### src/rtl/pc_fetch_stage.sv
// Program counter and single-outstanding instruction fetch controller.
// Presents {pc, pc+1, instr} to decode under valid/ready; later stages may redirect.
module pc_fetch_stage #(
    parameter int                ADDR_W   = 32,
    parameter logic [ADDR_W-1:0] RESET_PC = '0
) (
    input  logic              clock,
    input  logic              reset_n,
    input  logic              redirect_valid,
    input  logic [ADDR_W-1:0] redirect_pc,
    output logic              imem_req_valid,
    input  logic              imem_req_ready,
    output logic [ADDR_W-1:0] imem_req_addr,
    input  logic              imem_resp_valid,
    input  logic [31:0]       imem_resp_data,
    output logic              if_valid,
    input  logic              if_ready,
    output logic [ADDR_W-1:0] if_pc,
    output logic [ADDR_W-1:0] if_pc_next,
    output logic [31:0]       if_instr,
    output logic [1:0]        dbg_state_o
);

    typedef enum logic [1:0] {
        S_IDLE  = 2'd0,
        S_FETCH = 2'd1,
        S_WAIT  = 2'd2,
        S_FULL  = 2'd3
    } state_e;

    // Handshakes: a transfer happens in any cycle where valid and ready are both
    // high at the rising clock edge; valid and its payload stay stable until then.
    state_e            state_q;
    logic [ADDR_W-1:0] pc_q;
    logic              drop_q;
    logic              if_valid_q;
    logic [ADDR_W-1:0] if_pc_q;
    logic [ADDR_W-1:0] if_pc_next_q;
    logic [31:0]       if_instr_q;
    logic [ADDR_W-1:0] pc_inc_d;

    assign pc_inc_d = pc_q + ADDR_W'(1);

    always_ff @(posedge clock or negedge reset_n) begin
        if (!reset_n) begin
            state_q      <= S_IDLE;
            pc_q         <= RESET_PC;
            drop_q       <= 1'b0;
            if_valid_q   <= 1'b0;
            if_pc_q      <= RESET_PC;
            if_pc_next_q <= RESET_PC + ADDR_W'(1);
            if_instr_q   <= 32'd0;
        end else begin
            case (state_q)
                S_IDLE: begin
                    if (redirect_valid) begin
                        pc_q <= redirect_pc;
                    end
                    state_q <= S_FETCH;
                end
                S_FETCH: begin
                    if (redirect_valid) begin
                        pc_q       <= redirect_pc;
                        if_valid_q <= 1'b0;
                        // Request to the old pc already left: its response must be dropped.
                        if (imem_req_ready) begin
                            drop_q  <= 1'b1;
                            state_q <= S_WAIT;
                        end
                    end else if (imem_req_ready) begin
                        state_q <= S_WAIT;
                    end
                end
                S_WAIT: begin
                    if (redirect_valid) begin
                        pc_q       <= redirect_pc;
                        if_valid_q <= 1'b0;
                        if (imem_resp_valid) begin
                            drop_q  <= 1'b0;
                            state_q <= S_FETCH;
                        end else begin
                            drop_q <= 1'b1;
                        end
                    end else if (imem_resp_valid) begin
                        if (drop_q) begin
                            drop_q  <= 1'b0;
                            state_q <= S_FETCH;
                        end else begin
                            if_instr_q   <= imem_resp_data;
                            if_pc_q      <= pc_q;
                            if_pc_next_q <= pc_inc_d;
                            if_valid_q   <= 1'b1;
                            pc_q         <= pc_inc_d;
                            state_q      <= S_FULL;
                        end
                    end
                end
                S_FULL: begin
                    if (redirect_valid) begin
                        pc_q       <= redirect_pc;
                        if_valid_q <= 1'b0;
                        state_q    <= S_FETCH;
                    end else if (if_ready) begin
                        if_valid_q <= 1'b0;
                        state_q    <= S_FETCH;
                    end
                end
                default: begin
                    state_q <= S_IDLE;
                end
            endcase
        end
    end

    assign imem_req_valid = (state_q == S_FETCH);
    assign imem_req_addr  = pc_q;
    assign if_valid       = if_valid_q;
    assign if_pc          = if_pc_q;
    assign if_pc_next     = if_pc_next_q;
    assign if_instr       = if_instr_q;
    assign dbg_state_o    = state_q;

endmodule

### config.mk
export PLATFORM = sky130hd
export DESIGN_NAME = pc_fetch_stage
export DESIGN_NICKNAME = d
export VERILOG_FILES = /design/src/rtl/pc_fetch_stage.sv
export SDC_FILE = /design/constraint.sdc
export NUM_CORES = 1
export LEC_CHECK = 0
export CELL_PAD_IN_SITES_DETAIL_PLACEMENT = 2
export CELL_PAD_IN_SITES_GLOBAL_PLACEMENT = 2
export CORE_MARGIN = 4
export CORE_UTILIZATION = 29
export CTS_BUF_LIST = sky130_fd_sc_hd__clkbuf_4 sky130_fd_sc_hd__clkbuf_8
export DETAILED_ROUTE_END_ITERATION = 10
export PLACE_DENSITY = 0.93
export SYNTH_ARGS = -nofsm -noshare
export SYNTH_HDL_FRONTEND = slang
export SYNTH_SLANG_ARGS = --single-unit
### constraint.sdc
create_clock -name clock -period 5.69 [get_ports clock]
set_input_delay 0.569 -clock clock [delete_from_list [all_inputs] [get_ports clock]]
set_output_delay 0.569 -clock clock [all_outputs]
set_load 0.02 [all_outputs]
==> out/results.ini <==
[logic_synthesis]
ys.flop_type = dfrtp_1
yosys-top-cells-count = nand2_1, dfrtp_1, o21ai_0
async_flop_share_pct = 100
ys_ff_latch = 132
yosys.area.top_type = dfrtp_1
yosys_warnings = 0
yosys.cell_types.count = 39
synth_nets = 785
avgSynthCellArea_um2 = 8.73
yosysMostFrequentCell = nand2_1
synth_top_area_share_pct = 52.9
syn_inst = 710
synth_area_leaders = dfrtp_1, nand2_1, xor2_1
syn_area_um2 = 6200
synth_edf_count = 0
yosysSeqAreaShare_pct = 53.3

[pwr]
total_power_mw = 3.76
p_int_mw = 2.36
powerDensity_nw_per_um2 = 427
power_switching_mw = 1.40
seqPwrFrac_pct = 38.9
power_frac_comb_pct = 38.9
pwr-share-clk_pct = 22.2
power_leakage_nw = 3.87
vdd_drop_max_v = 0.000149
switching_share_pct = 37.3

[global_route]
track_usage_pct = 19.3
grt_max_degree = 75
grt_pass1_wl_um = 36300
grt_pass1_vias = 6435
antenna_found_initial = 0
overflow = 0

[cts]
cts_tree = yes
root_buffer = clkbuf_8
cts_max_path_buffers = 2
htree_levels = 4
cts_resized = 0
clk_latency_ps = 450
clk_pin_slew_ps = 80
cts-buffers-inserted = 17
cts-hold-fix-buffers = 0
clock_sinks = 132
post_cts_buffers = 0

[floorplan]
die_w_um = 154
ios = 202
row_count = 53
start_util_pct = 29.5
dieHeight_um = 154
die_area_um2 = 23800
core-area_um2 = 21000

[final_layout]
layout.nets = 956
diodes = 0
layout-drive-gt1-share_pct = 5.70
area_growth_pct = 41.9
final_util_pct = 41.9
final_area_um2 = 8800

[drt]
dr.pass1.iters = 4
remaining_drc_errors = 0
routedWlPerCell_um = 19.7
via_per_inst = 4.89
antenna_left = 0
wl_um = 23000
via_count = 5720
drt-initial-drc-count = 256

[setup_path]
crit_type = reg -> reg
slowest_delay_ps = 880
arrival_ps = 3480
start_kind = flop
cpMaxStageDelayCell = nor2_4
crit_chain = inv_1, ha_1, inv_1, or3_1, nor2_4, buf_4, nand2_1, nand2_1
cp-end-kind = flop
worst-endpoint-required_ps = 6060
path_max_fanout = 43

[run_status]
status = complete, no violations

[hold_path]
hp-class = in -> async

[place]
gp_congestion = 0.762
place_area_um2 = 8390
io_buffers = 201
hpwlAfterDp_um = 16100

[timing]
fin_setup_tns_ps = 0
finalSetupViolCount = 0
slew_headroom_pct = 26.5
tightestPinTransition_ps = 1100
hold_slack_ps = 140
post-route-period-util_pct = 54.6
fin_skew_ps = 19.8
rsz0062_at_grt = no
layout_min_cycle_time_ps = 3110
final_max_slew_viol_count = 0
hold_viol = 0
clock.fmax_mhz = 322

[run]
maxCapViolCount = 0

[metrics by stage]
| stage | setup slack, ps | std cells |
|---|---|---|
| 6_report | 2580 | 1169 |
| 5_1_grt | 2260 | 1169 |
| 4_1_cts | 2500 | 1169 |
| 3_5_place_dp | 2350 | 1137 |
| 3_3_place_gp | 2410 | 1137 |
| 2_1_floorplan | 3490 | 710 |
[cells in the final DEF, fill, tap and decap left out, types with 6 or more instances in the layout]
master,count
nor3_1,6
dfrtp_1,131
nand3_1,26
nand2_1,280
inv_1,6
xnor2_1,19
o21ai_1,6
nor2_1,13
xor2_1,42
buf_4,7
clkdlybuf4s50_1,199
nand4_1,18
and3_1,6
clkbuf_8,21
o21ai_0,58
[power groups by stage]
stage,combinational (mW),clock (mW),sequential (mW)
after detailed placement,1.48,0,1.48
after global placement,1.42,0,1.46
final,1.46,0.837,1.46
after CTS,1.49,0.864,1.47
after global routing,1.57,0.904,1.51
after floorplan,0.329,0,1.77
[area by class of cell]
type | instances | area (um^2)
tap | 275 | 344
clock buffer | 24 | 312
clock inverter | 8 | 98.8
fill | 2296 | 12200
inverter | 6 | 22.5
timing repair buffer | 208 | 2060
sequential | 132 | 3300
multi-input combinational | 516 | 2660
[path summary, 6_finish.rpt]
| kind | depth (start not counted) | slack (ps) | to | start |
|---|---|---|---|---|
| max | 8 | 2580 | if_pc[0]$_DFFE_PN0P_ | dbg_state_o[0]$_DFFE_PN0P_ |
| min | 1 | 140 | if_pc[20]$_DFFE_PN0P_ | reset_n |
| max reg2reg | 8 | 2580 | if_pc[0]$_DFFE_PN0P_ | dbg_state_o[0]$_DFFE_PN0P_ |
| min reg2reg | 2 | 480 | if_instr[14]$_DFFE_PN0P_ | if_instr[14]$_DFFE_PN0P_ |
| max in group asynchronous | 2 | 4250 | imem_req_addr[6]$_DFFE_PN0P_ | reset_n |
| min in group clock | 2 | 480 | if_instr[14]$_DFFE_PN0P_ | if_instr[14]$_DFFE_PN0P_ |
[sequential cells by signal (all words and copies together) (netlist names)]
register	flops
if_pc_next	32
dbg_state_o	2
imem_req_addr	32
if_pc	32
drop_q	1
if_valid	1
if_instr	32
[critical path: cells and delay by family (launching register included)]
kind          cells  cell delay (ps)
simple gates      4             1590
buf+inv           3              690
flops             1              450
fa+ha+maj         1              280
[routing by layer]
metal | vias up | GRT usage (%) | routed length (um)
li1 | 2625 | - | -
met1 | 2931 | 24.2 | 10100
met2 | 133 | 33.5 | 11500
met3 | 31 | 3.89 | 773
met4 | 0 | 6.35 | 616
met5 | - | 0 | 0
[kinds of logic (layout without fill, tap and decap cells)]
logic type	count (synthesis)	after routing	share of synthesized area (%)
xor+xnor	61	61	8.62
mux	2	2	0.343
fa+ha+maj	5	5	1.01
buf+inv	62	246	4.18
flops	132	132	53.3
simple gates	376	376	26.5
compound gates	72	72	6.07
Note: power is estimated with default switching activity, not from simulation.
